[config.mk]
export PLATFORM = sky130hd
export DESIGN_NAME = pe_mem_banked
export DESIGN_NICKNAME = d
export VERILOG_FILES = /design/src/rtl/pe_mem_banked.sv
export SDC_FILE = /design/constraint.sdc
export NUM_CORES = 1
export LEC_CHECK = 0
export CELL_PAD_IN_SITES_DETAIL_PLACEMENT = 1
export CELL_PAD_IN_SITES_GLOBAL_PLACEMENT = 1
export CORE_AREA = 2 2 203 205
export CTS_CLUSTER_DIAMETER = 80
export DETAILED_ROUTE_END_ITERATION = 6
export DIE_AREA = 0 0 205 207
export HOLD_SLACK_MARGIN = 0.08
export PLACE_DENSITY = 0.68
export SYNTH_ARGS = -nofsm -noshare
export SYNTH_HDL_FRONTEND = slang
export SYNTH_SLANG_ARGS = --single-unit
[constraint.sdc]
create_clock -name clk -period 6.2 [get_ports clk]
set_input_delay 1.24 -clock clk [delete_from_list [all_inputs] [get_ports clk]]
set_output_delay 1.24 -clock clk [all_outputs]
set_load 0.02 [all_outputs]
[src/rtl/pe_mem_banked.sv]
// pe_mem_banked
//   Multi-bank local word memory for a processing element. Each bank is an
//   independent array of 2**ADDR_WIDTH words. Writes either overwrite or
//   accumulate (modulo 2**WORD_SIZE). Reads are registered with one cycle of
//   latency and a valid flag. A clear sequencer zeroes one word index across
//   all banks per cycle after reset or on clr_req.
//
// Ports
//   clk        clock, rising edge
//   rst        synchronous active-low reset
//   clr_req    restart the clear sequence (ignored while init_busy)
//   init_busy  high while the clear sequence runs
//   wr_en      write strobe
//   wr_acc     1: accumulate into the word, 0: overwrite the word
//   wr_bank    write bank select
//   wr_addr    write word address
//   wr_data    write data
//   rd_en      read strobe
//   rd_bank    read bank select
//   rd_addr    read word address
//   rd_data    registered read data
//   rd_valid   rd_data was updated by a read on this edge

module pe_mem_banked #(
    parameter int unsigned WORD_SIZE  = 16,
    parameter int unsigned ADDR_WIDTH = 3,
    parameter int unsigned NUM_BANKS  = 2,
    localparam int unsigned BANK_BITS = $clog2(NUM_BANKS)
) (
    input  logic                  clk,
    input  logic                  rst,
    input  logic                  clr_req,
    output logic                  init_busy,
    input  logic                  wr_en,
    input  logic                  wr_acc,
    input  logic [BANK_BITS-1:0]  wr_bank,
    input  logic [ADDR_WIDTH-1:0] wr_addr,
    input  logic [WORD_SIZE-1:0]  wr_data,
    input  logic                  rd_en,
    input  logic [BANK_BITS-1:0]  rd_bank,
    input  logic [ADDR_WIDTH-1:0] rd_addr,
    output logic [WORD_SIZE-1:0]  rd_data,
    output logic                  rd_valid
);

    localparam int unsigned DEPTH = 2 ** ADDR_WIDTH;
    localparam logic [ADDR_WIDTH-1:0] LastAddr = ADDR_WIDTH'(DEPTH - 1);

    typedef enum logic [0:0] {StInit, StRun} state_e;

    state_e                state;
    logic [ADDR_WIDTH-1:0] clr_cnt;

    logic [WORD_SIZE-1:0] mem [0:NUM_BANKS-1][0:DEPTH-1];

    // Control FSM with registered outputs. The read port samples the array
    // before this edge's write lands, which gives read-first ordering.
    always_ff @(posedge clk) begin
        if (!rst) begin
            state     <= StInit;
            clr_cnt   <= '0;
            rd_data   <= '0;
            rd_valid  <= 1'b0;
            init_busy <= 1'b1;
        end else begin
            unique case (state)
                StInit: begin
                    rd_valid <= 1'b0;
                    clr_cnt  <= clr_cnt + 1'b1;
                    if (clr_cnt == LastAddr) begin
                        state     <= StRun;
                        init_busy <= 1'b0;
                    end
                end
                StRun: begin
                    rd_valid <= rd_en;
                    if (rd_en) begin
                        rd_data <= mem[rd_bank][rd_addr];
                    end
                    if (clr_req) begin
                        state     <= StInit;
                        clr_cnt   <= '0;
                        init_busy <= 1'b1;
                    end
                end
                default: begin
                    state     <= StInit;
                    clr_cnt   <= '0;
                    init_busy <= 1'b1;
                    rd_valid  <= 1'b0;
                end
            endcase
        end
    end

    // Storage has no reset; only the clear sequence zeroes it.
    always_ff @(posedge clk) begin
        if (rst) begin
            if (state == StInit) begin
                for (int b = 0; b < NUM_BANKS; b++) begin
                    mem[BANK_BITS'(b)][clr_cnt] <= '0;
                end
            end else if (wr_en) begin
                if (wr_acc) begin
                    mem[wr_bank][wr_addr] <= mem[wr_bank][wr_addr] + wr_data;
                end else begin
                    mem[wr_bank][wr_addr] <= wr_data;
                end
            end
        end
    end

endmodule
After elaboration in Yosys (flattened, before gate mapping)

Memories as Yosys holds them, arrays and structs flattened.
Cells that the tools add are included.

Bitwise operators: 132
Multiplexer cells: 163
Equality and inequality tests: 3
Reduce and logical (&&, ||, !) cells: 5
$add $sub $neg: 2
Order comparisons: 5

Operators by type and width:

| cell                | count |
|---|---|
| $mux 128            | 5 |
| $mux 1              | 143 |
| $or 1x1->1          | 128 |
| $reduce_or 128->1   | 1 |
| $bmux 16 s3         | 2 |
| $demux 16 s3        | 2 |
| $mux 16             | 6 |
| $add 16x16->16      | 1 |
| $ge 4x4->1 const B  | 3 |
| $not 3->4           | 3 |
| $lt 4x1->1 const B  | 2 |
| $pmux 1 s2          | 3 |
| $pmux 3 s2          | 1 |
| $ne 2x2->1 const B  | 2 |
| $reduce_and 2->1    | 2 |
| $add 3x1->3 const B | 1 |
| $eq 3x3->1 const B  | 1 |
| $mux 3              | 1 |
| $logic_and 1x1->1   | 2 |
| $not 1->1           | 1 |

Memories: 1
Input bits: 30
RAM bits: 256
Word-level logic and storage cells: 316
Output and inout bits: 18
Register bits: 22

Memories:

| name | words | bits a word | rd ports | clocked after memory_dff | wr ports | RTL line | text |
|---|---|---|---|---|---|---|---|
| mem  | 2     | 128         | 2        | 0                        | 2        | 54       | `logic [WORD_SIZE-1:0] mem [0:NUM_BANKS-1][0:DEPTH-1];` |

Depth between registers and ports, before layout

Gate-level depths: netlist of the first run.

Depth after elaboration: 9
Depth in mapped cells: 15
Mapped depth without buffers: 11

Worst setup path after synthesis of the first run

No wires, ideal clock.

Path type: input port to flip-flop
Start point: in wr_bank
End point: mem mem[0][124] (netlist name), data pin
Required time: 5.937 ns
Path slack: 0.913 ns
Cell stages on the path: 14
Data arrival time: 5.024 ns
Setup time: 0.263 ns
Cell sequence: buf_2 buf_4 buf_2 mux4_2 mux4_2 ha_1 fa_1 a21o_1 a221o_1 a211oi_1 nor3_1 or4_1 nand3_1 a21oi_1

RTL lines:

| element         | RTL line | text |
|---|---|---|
| start, declared | 36       | `input logic [BANK_BITS-1:0] wr_bank,` |
| end, declared   | 54       |  |

==> results of run 1 <==
-- registers in the layout, summed over array words and instances, names as in the netlist --
signal     count
clr_cnt        3
rd_valid       1
mem          256
rd_data       16
state          1
init_busy      1
-- worst max-delay path by stage --
| stage | cells after the start | slack, ns | endpoint |
|---|---|---|---|
| 5_1_grt | 12 | 0.74 | mem[0][124]$_SDFFCE_PN0P_ |
| 4_1_cts | 12 | 0.99 | mem[1][28]$_SDFFCE_PN0P_ |
| 3_3_place_gp | 12 | 0.52 | mem[0][44]$_SDFFCE_PN0P_ |
| 3_5_place_dp | 12 | 0.43 | mem[1][28]$_SDFFCE_PN0P_ |
| 2_1_floorplan | 14 | 0.91 | mem[0][124]$_SDFFCE_PN0P_ |
| 6_report | 12 | 0.88 | mem[1][28]$_SDFFCE_PN0P_ |
-- final cells by class --
cell class / instances / share of cell area (%)
diodes: 1 / 0.0138
clock buffers: 46 / 5.28
multi-input cells: 884 / 40.6
inverters: 10 / 0.206
clock inverters: 19 / 0.550
repair buffers: 105 / 5.04
well taps: 532 / 3.66
flip-flops and latches: 278 / 44.7
-- worst register-to-register path: cells and delay by family (launching register included) --
family | cells | cell delay (ns)
muxes | 2 | 0.95
DFF | 1 | 0.41
adders and majority gates | 2 | 0.63
AOI/OAI and AO/OA | 4 | 1.33
and+or+nand+nor | 3 | 0.79
-- routing by layer --
layer	global-route usage, %	vias to the layer above	routed length, µm
li1	-	4936	-
met1	38.6	6313	23500
met2	45.1	663	28300
met3	7.03	171	5790
met4	13.8	2	3200
met5	0	-	23
-- through the flow --
step,hold slack [ns],power [W]
2_1_floorplan,0.492,0.00281
3_3_place_gp,0.444,0.00308
3_5_place_dp,0.449,0.00312
4_1_cts,0.457,0.00505
5_1_grt,0.476,0.00521
6_report,0.455,0.00503
-- cells in the final DEF (no fill, tap or decap), types with 3 or more instances in the layout --
master,count
and2_1,6
xor2_1,5
a21o_1,6
or3_1,3
nor2b_1,10
inv_1,10
ha_1,17
nor2_1,313
nand3b_1,3
a211oi_1,22
nand3_1,11
nand2b_1,4
o21ai_1,4
nor3_1,16
mux2i_1,42
clkinv_1,9
xnor2_1,3
o21a_1,12
mux4_2,159
clkdlybuf4s50_1,42
dfxtp_1,22
clkbuf_1,9
o21ai_0,5
and3_1,9
nand2_1,94
buf_4,60
clkinv_2,5
clkbuf_16,37
edfxtp_1,256
o211ai_1,6
a21oi_1,99
-- power by group through the flow --
stage               Clock, W  Sequential [W]  Combinational, W
floorplan                  0         0.00212          0.000685
global placement           0         0.00213          0.000943
detailed placement         0         0.00214          0.000983
CTS                  0.00196         0.00210          0.000991
global route         0.00202         0.00210           0.00109
finish               0.00193         0.00210           0.00100
-- cells by family after synthesis --
group           count (synthesis)
simple gates                  483
flops                         278
mux                           201
compound gates                173
buf+inv                       115
fa+ha+maj                      18
xor+xnor                        9
==> results.sh, run 1 <==
export IMPL_drt_pass1_iter_count=5
export IMPL_synth_xor_area_share_pct=0.540
export IMPL_min_to="rd_data[0]$_SDFFE_PN0P_"
export IMPL_critPathBufInv=2
export IMPL_internal_power_w=0.00355
export IMPL_worstHoldPathType="flop to flop"
export IMPL_ys_flop_type="edfxtp_1"
export IMPL_cpMostUsedCell="mux4_2"
export IMPL_synthMuxAreaShare_pct=25.1
export IMPL_outcome="complete, no violations"
export IMPL_layout_setup_ws_ns=0.883
export IMPL_place_ws_ns=0.434
export IMPL_antenna_found_initial=1
export IMPL_nets=1363
export IMPL_synth_compound_area_share_pct=6.71
export IMPL_gp_congestion=0.906
export IMPL_sequentialPowerShare_pct=41.7
export IMPL_finalSetupTns_ns=0
export IMPL_layout_cells_non_filler=1875
export IMPL_worst_endpoint_arrival_ns=5.59
export IMPL_place_area_um2=17100
export IMPL_swShare_pct=29.4
export IMPL_syn_num_nets=1325
export IMPL_syn_to_final_growth_pct=13.9
export IMPL_grt_max_degree=65
export IMPL_grt_pass1_vias=12624
export IMPL_row_count=74
export IMPL_ff_latch_area_um2=8130
export IMPL_die_height_um=207
export IMPL_skew_ns=0.0317
export IMPL_post_cts_setup_buffers=0
export IMPL_grt_ovfl_total=0
export IMPL_r2r_cells=11
export IMPL_ir_drop_mv=0.150
export IMPL_leakage_nw=6.21
export IMPL_r2r_end="mem[1][28]$_SDFFCE_PN0P_"
export IMPL_wire_per_inst_um=32.5
export IMPL_start_util_pct=39.6
export IMPL_vias_per_cell=6.45
export IMPL_place_inst=1809
export IMPL_multi_input_area_um2=7380
export IMPL_crit_type="input port to flop"
export IMPL_syn_inst=1277
export IMPL_async_flop_share_pct=0
export IMPL_ys_ff_latch=278
export IMPL_clock_sinks=278
export IMPL_worst_slew_pin_slew_ns=1.33
export IMPL_yosysSeqAreaShare_pct=50.9
export IMPL_cts_max_level=2
export IMPL_min_path_cells=2
export IMPL_rsz0062_at_grt="false"
export IMPL_cts_hold_buf=0
export IMPL_hold_viol_final=0
export IMPL_cp_max_fo=29
export IMPL_synth_top_family_by_area="multiplexers"
export IMPL_slowest_stage="a211oi_1"
export IMPL_drt_iter0_drc=1454
export IMPL_netlist_top_cells_area="edfxtp_1, mux4_2, nor2_1, a21oi_1, dfxtp_1"
export IMPL_worstSetupEndpointType="flop"
export IMPL_dp_hpwl_um=39900
export IMPL_yosys_area_top_type="edfxtp_1"
export IMPL_max_stage_delay_ns=0.61
export IMPL_switchingPower_w=0.00148
export IMPL_yosys_area_share_adder_pct=1.46
export IMPL_synth_simple_area_share_pct=12.4
export IMPL_place_port_buffers=47
export IMPL_grt_total_usage_pct=29.1
export IMPL_startpoint_type="input port"
export IMPL_power_density_nw_per_um2=277
export IMPL_synth_cell_type_count=52
export IMPL_netlist_area_um2=16000
export IMPL_numCtsBuffers=36
export IMPL_clk_latency_ns=0.56
export IMPL_r2r_slack_ns=1.81
export IMPL_drv_cap=0
export IMPL_synth_edf_count=256
export IMPL_slew_violations=0
export IMPL_setup_violations=0
export IMPL_cp_required_ns=6.48
export IMPL_netlist_area_leader_share_pct=48.1
export IMPL_post_cts_resized=0
export IMPL_tritoncts="built"
export IMPL_drt_drc_violations_left=0
export IMPL_finish_utilization_pct=45.1
export IMPL_slew_headroom_pct=11.3
export IMPL_cp_startpoint="wr_bank"
export IMPL_die_x_um=205
export IMPL_drtAntennaViolNets=0
export IMPL_synthMostInstantiatedCell="nor2_1"
export IMPL_synth_commonest_cells="nor2_1, edfxtp_1, mux4_2, a21oi_1, nand2_1"
export IMPL_clk_pin_slew_ns=0.06
export IMPL_die_area_um2=42400
export IMPL_combPwrFrac_pct=19.9
export IMPL_r2r_start="mem[0][48]$_SDFFCE_PN0P_"
export IMPL_fin_crit_ns=5.32
export IMPL_worstPathCellList="buf_4, buf_12, mux4_2, mux4_2, ha_1, a21o_1, a221o_1, a211oi_1, nor3_1, or4_1, nand3_1, a21oi_1"
export IMPL_hp_start="rd_data[0]$_SDFFE_PN0P_"
export IMPL_via_count=12085
export IMPL_yosys_warnings=0
export IMPL_clockBufferDepth=3
export IMPL_cts_root_buf="clkbuf_16"
export IMPL_pwr_share_clk_pct=38.4
export IMPL_fill_cells=4200
export IMPL_fin_crit_sh_pct=85.8
export IMPL_max_freq_mhz=188
export IMPL_drive_gt1_share_pct=20.9
export IMPL_crit_family="compound AO/OA/AOI/OAI gates"
export IMPL_final_area_um2=18200
export IMPL_core_area_um2=40400
export IMPL_grt_pass1_wl_um=87700
export IMPL_wl_um=60800
export IMPL_syn_area_per_cell_um2=12.5
export IMPL_ios=48
Power figures use the tool's default switching activity.
==> run 2: changes to the inputs <==
--- a/config.mk
+++ b/config.mk
@@ -7,12 +7,12 @@
 export LEC_CHECK = 0
 export CELL_PAD_IN_SITES_DETAIL_PLACEMENT = 1
 export CELL_PAD_IN_SITES_GLOBAL_PLACEMENT = 1
-export CORE_AREA = 2 2 203 205
+export CORE_AREA = 2 2 145 288
 export CTS_CLUSTER_DIAMETER = 80
 export DETAILED_ROUTE_END_ITERATION = 6
-export DIE_AREA = 0 0 205 207
+export DIE_AREA = 0 0 147 290
 export HOLD_SLACK_MARGIN = 0.08
-export PLACE_DENSITY = 0.68
+export PLACE_DENSITY = 0.67
 export SYNTH_ARGS = -nofsm -noshare
 export SYNTH_HDL_FRONTEND = slang
 export SYNTH_SLANG_ARGS = --single-unit
==> results.sh, run 2 (same netlist as run 1, synthesis figures left out) <==
export IMPL_wire_per_inst_um=32.4
export IMPL_wl_um=60000
export IMPL_post_cts_resized=0
export IMPL_die_x_um=147
export IMPL_via_count=11808
export IMPL_skew_ns=0.0178
export IMPL_place_port_buffers=47
export IMPL_final_common_cell="nor2_1"
export IMPL_vias_per_cell=6.37
export IMPL_antenna_found_initial=3
export IMPL_worst_endpoint_arrival_ns=5.33
export IMPL_grt_ovfl_total=0
export IMPL_cp_required_ns=6.50
export IMPL_drt_pass1_iter_count=5
export IMPL_largest_reg_flops=256
export IMPL_numCtsBuffers=26
export IMPL_worst_slew_pin_slew_ns=1.20
export IMPL_grt_total_usage_pct=28.4
export IMPL_gp_congestion=0.922
export IMPL_outcome="complete, no violations"
export IMPL_drt_drc_violations_left=0
export IMPL_grt_pass1_vias=12803
export IMPL_grt_pass1_wl_um=86500
export IMPL_cp_max_fo=34
export IMPL_crit_type="input port to flop"
export IMPL_drt_iter0_drc=1080
export IMPL_clockBufferDepth=3
export IMPL_final_cell_mix="nor2_1, edfxtp_1, mux4_2, a21oi_1, nand2_1"
export IMPL_finalSetupTns_ns=0
export IMPL_die_area_um2=42600
export IMPL_core_area_um2=40300
export IMPL_rsz0062_at_grt="false"
export IMPL_clk_pin_slew_ns=0.07
export IMPL_row_count=104
export IMPL_regMostFlops="mem"
export IMPL_cts_root_buf="clkbuf_16"
export IMPL_setup_violations=0
export IMPL_worstHoldPathType="flop to flop"
export IMPL_max_freq_mhz=199
export IMPL_drv_cap=0
export IMPL_clock_sinks=278
export IMPL_reg_largest_list="mem x256, rd_data x16, clr_cnt x3"
export IMPL_power_density_nw_per_um2=262
export IMPL_cts_max_level=1
export IMPL_leakage_nw=6.09
export IMPL_ios=48
export IMPL_cts_hold_buf=0
export IMPL_slew_violations=0
export IMPL_drive_gt1_share_pct=20.3
export IMPL_clk_latency_ns=0.57
export IMPL_tritoncts="built"
export IMPL_hold_viol_final=0
export IMPL_fin_crit_ns=5.03
export IMPL_ir_drop_mv=0.178
export IMPL_nets=1350
export IMPL_timing_hold_ws_ns=0.457
export IMPL_startpoint_type="input port"
export IMPL_die_height_um=290
export IMPL_drtAntennaViolNets=0
export IMPL_syn_to_final_growth_pct=12.3
export IMPL_fin_crit_sh_pct=81.1
export IMPL_worstSetupEndpointType="flop"
export IMPL_start_util_pct=39.6
export IMPL_dp_hpwl_um=40100
export IMPL_grt_max_degree=65
export IMPL_post_cts_setup_buffers=0
export IMPL_slew_headroom_pct=20.0
==> run 2: cell types whose count changed in the layout (fill, tap and decap cells not counted) <==
cell | before | now
buf_12 | 2 | 4
buf_4 | 60 | 55
bufinv_16 | 0 | 1
clkbuf_1 | 9 | 4
clkbuf_16 | 37 | 27
clkinv_1 | 9 | 6
clkinv_4 | 1 | 2
diode_2 | 1 | 2
inv_6 | 2 | 0
inv_8 | 0 | 1
==> run 2: worst max-delay path: stages <==
cell and delay [ns]:
buf_4 0.40, buf_12 0.35, mux4_2 0.56, mux4_2 0.47
ha_1 0.39, and3_1 0.24, a221o_1 0.40, a211oi_1 0.38
nor3_1 0.12, or4_1 0.49, nand3_1 0.15, a21oi_1 0.09
==> run 2: through the flow <==
step / utilization [%] / setup slack [ns] / std cells / instance area [µm²] / power, W
finish: 44.5 / 1.17 / 1854 / 17900 / 0.00469
floorplan: - / 0.913 / 1277 / 16000 / 0.00281
global route: 44.5 / 0.932 / 1852 / 17900 / 0.00486
detailed placement: 42.5 / 0.589 / 1804 / 17100 / 0.00312
CTS: 44.5 / 1.18 / 1852 / 17900 / 0.00470
global placement: 42.5 / 0.662 / 1804 / 17100 / 0.00308
==> run 2: where the power goes <==
part	switching [W]	internal, W
sequential	0.0000238	0.00207
clock	0.000761	0.000842
combinational	0.000610	0.000385
==> run 2: cell type report <==
class                           count  area, µm²
Fill cell                        4253      22400
Tap cell                          530        663
Timing Repair Buffer              102        918
Multi-Input combinational cell    884       7380
Sequential cell                   278       8130
Clock buffer                       31        691
Inverter                           10       37.5
Clock inverter                     17        121
Antenna cell                        2       5.00
==> run 2: final timing paths <==
check,startpoint,endpoint,slack (ns),depth (start not counted)
setup / recovery,wr_bank,mem[1][124]$_SDFFCE_PN0P_,1.17,12
hold / removal,rd_data[13]$_SDFFE_PN0P_,rd_data[13]$_SDFFE_PN0P_,0.46,2
setup reg to reg,mem[1][96]$_SDFFCE_PN0P_,mem[1][124]$_SDFFCE_PN0P_,2.04,11
hold reg to reg,rd_data[13]$_SDFFE_PN0P_,rd_data[13]$_SDFFE_PN0P_,0.46,2
==> run 2: layer usage <==
layer | vias up | share of wire [%] | global-route usage (%)
li1 | 4900 | - | -
met1 | 6102 | 31 | 29.0
met2 | 563 | 53 | 51.3
met3 | 241 | 6.4 | 4.87
met4 | 2 | 9.1 | 20.7
met5 | - | 0.022 | 0
==> run 3: changes to the inputs <==
==> constraint.sdc (replaced) <==
create_clock -name clk -period 5.2 [get_ports clk]
set_input_delay 1.04 -clock clk [delete_from_list [all_inputs] [get_ports clk]]
set_output_delay 1.04 -clock clk [all_outputs]
set_load 0.02 [all_outputs]
==> results.sh, run 3 (same netlist as run 1, synthesis figures left out) <==
export IMPL_outcome="complete, no violations"
export IMPL_slew_headroom_pct=19.6
export IMPL_drtAntennaViolNets=0
export IMPL_antenna_cells=0
export IMPL_die_height_um=290
export IMPL_place_port_buffers=47
export IMPL_slew_violations=0
export IMPL_post_cts_setup_buffers=0
export IMPL_worst_slew_pin_slew_ns=1.20
export IMPL_largest_reg_flops=256
export IMPL_max_freq_mhz=211
export IMPL_antenna_found_initial=0
export IMPL_worst_endpoint_arrival_ns=5.03
export IMPL_internal_power_w=0.00398
export IMPL_pwr_share_clk_pct=33.7
export IMPL_worstHoldPathType="flop to flop"
export IMPL_die_x_um=147
export IMPL_fill_cells=4120
export IMPL_final_common_cell="nor2_1"
export IMPL_rsz0062_at_grt="false"
export IMPL_start_util_pct=39.6
export IMPL_regMostFlops="mem"
export IMPL_reg_largest_list="mem x256, rd_data x16, clr_cnt x3"
export IMPL_timing_hold_ws_ns=0.456
export IMPL_cts_max_level=1
export IMPL_skew_ns=0.00943
export IMPL_post_cts_resized=0
export IMPL_clk_pin_slew_ns=0.07
export IMPL_cts_hold_buf=0
export IMPL_hold_viol_final=0
export IMPL_nets=1378
export IMPL_fin_crit_ns=4.74
export IMPL_row_count=104
export IMPL_wl_um=59700
export IMPL_numCtsBuffers=26
export IMPL_dp_hpwl_um=40700
export IMPL_power_density_nw_per_um2=309
export IMPL_wire_per_inst_um=31.8
export IMPL_core_area_um2=40300
export IMPL_ff_latch_area_um2=8130
export IMPL_worstSetupEndpointType="flop"
export IMPL_finish_utilization_pct=45.2
export IMPL_vias_per_cell=6.33
export IMPL_drt_pass1_iter_count=5
export IMPL_drive_gt1_share_pct=21.8
export IMPL_cp_max_fo=27
export IMPL_grt_ovfl_total=0
export IMPL_cp_required_ns=5.48
export IMPL_grt_pass1_wl_um=86100
export IMPL_die_area_um2=42600
export IMPL_cts_root_buf="clkbuf_16"
export IMPL_ir_drop_mv=0.216
export IMPL_grt_max_degree=58
export IMPL_fin_crit_sh_pct=91.2
export IMPL_grt_pass1_vias=12790
export IMPL_grt_total_usage_pct=28.2
export IMPL_drt_iter0_drc=1119
export IMPL_via_count=11886
export IMPL_startpoint_type="input port"
export IMPL_finalSetupTns_ns=0
export IMPL_setup_violations=0
export IMPL_switchingPower_w=0.00165
export IMPL_drv_cap=0
export IMPL_clock_sinks=278
export IMPL_clockBufferDepth=3
export IMPL_leakage_nw=6.25
export IMPL_multi_input_area_um2=7380
export IMPL_final_cell_mix="nor2_1, edfxtp_1, mux4_2, a21oi_1, nand2_1"
export IMPL_ios=48
export IMPL_swShare_pct=29.3
export IMPL_clk_latency_ns=0.56
export IMPL_tritoncts="built"
export IMPL_drt_drc_violations_left=0
export IMPL_crit_type="input port to flop"
export IMPL_combPwrFrac_pct=21.9
export IMPL_syn_to_final_growth_pct=14.1
export IMPL_gp_congestion=0.930
export IMPL_sequentialPowerShare_pct=44.4
[run 3: changes by cell type in the layout (fill, tap and decap cells not counted)]
| cell | change |
|---|---|
| buf_4 | +21 |
| buf_12 | +7 |
| clkbuf_1 | +2 |
| clkinv_4 | -2 |
| diode_2 | -2 |
| clkbuf_8 | +1 |
| clkinv_1 | -1 |
| clkinv_2 | +1 |
| clkinvlp_4 | -1 |
| inv_8 | -1 |
[run 3: stage by stage]
stage	setup WS, ns	cell area [µm²]	std cells	total power, W
finish	0.457	18200	1879	0.00563
detailed placement	-0.0338	17400	1832	0.00376
floorplan	0.113	16000	1277	0.00335
global route	0.167	18200	1879	0.00582
global placement	0.0382	17400	1832	0.00373
CTS	0.553	18200	1879	0.00564
[run 3: worst max-delay path: stages]
cell       delay [ns]
buf_4            0.26
buf_12           0.28
buf_4            0.19
mux4_2           0.52
mux4_2           0.52
ha_1             0.40
nand2_1          0.10
o21ai_0          0.48
a2111oi_0        0.25
a211oi_2         0.31
buf_4            0.22
nor2_1           0.07
a21oi_1          0.21
nor2_1           0.11
[run 3: power by group through the flow]
stage	clock (W)	sequential [W]	combinational [W]
2_1_floorplan	0	0.00253	0.000816
3_3_place_gp	0	0.00254	0.00119
3_5_place_dp	0	0.00255	0.00122
4_1_cts	0.00192	0.00250	0.00123
5_1_grt	0.00198	0.00250	0.00134
6_report	0.00189	0.00250	0.00124
[run 3: per-layer routing]
metal	vias up	global-route usage, %	wire [µm]
li1	4951	-	-
met1	6186	30.9	20000
met2	531	51.2	31500
met3	218	3.05	3330
met4	0	18.5	4910
met5	-	0	0
[run 3: final timing paths]
path	cells after the start	startpoint	to	slack, ns
min	2	rd_data[8]$_SDFFE_PN0P_	rd_data[8]$_SDFFE_PN0P_	0.46
max reg2reg	11	mem[1][96]$_SDFFCE_PN0P_	mem[1][122]$_SDFFCE_PN0P_	0.98
max	14	wr_bank	mem[1][107]$_SDFFCE_PN0P_	0.46
min reg2reg	2	rd_data[8]$_SDFFE_PN0P_	rd_data[8]$_SDFFE_PN0P_	0.46
[run 3: layout make-up]
cell class	count	share of cell area, %
Tap cell	530	3.64
Timing Repair Buffer	130	6.67
Inverter	10	0.206
Clock buffer	34	3.91
Sequential cell	278	44.6
Multi-Input combinational cell	884	40.5
Clock inverter	13	0.474
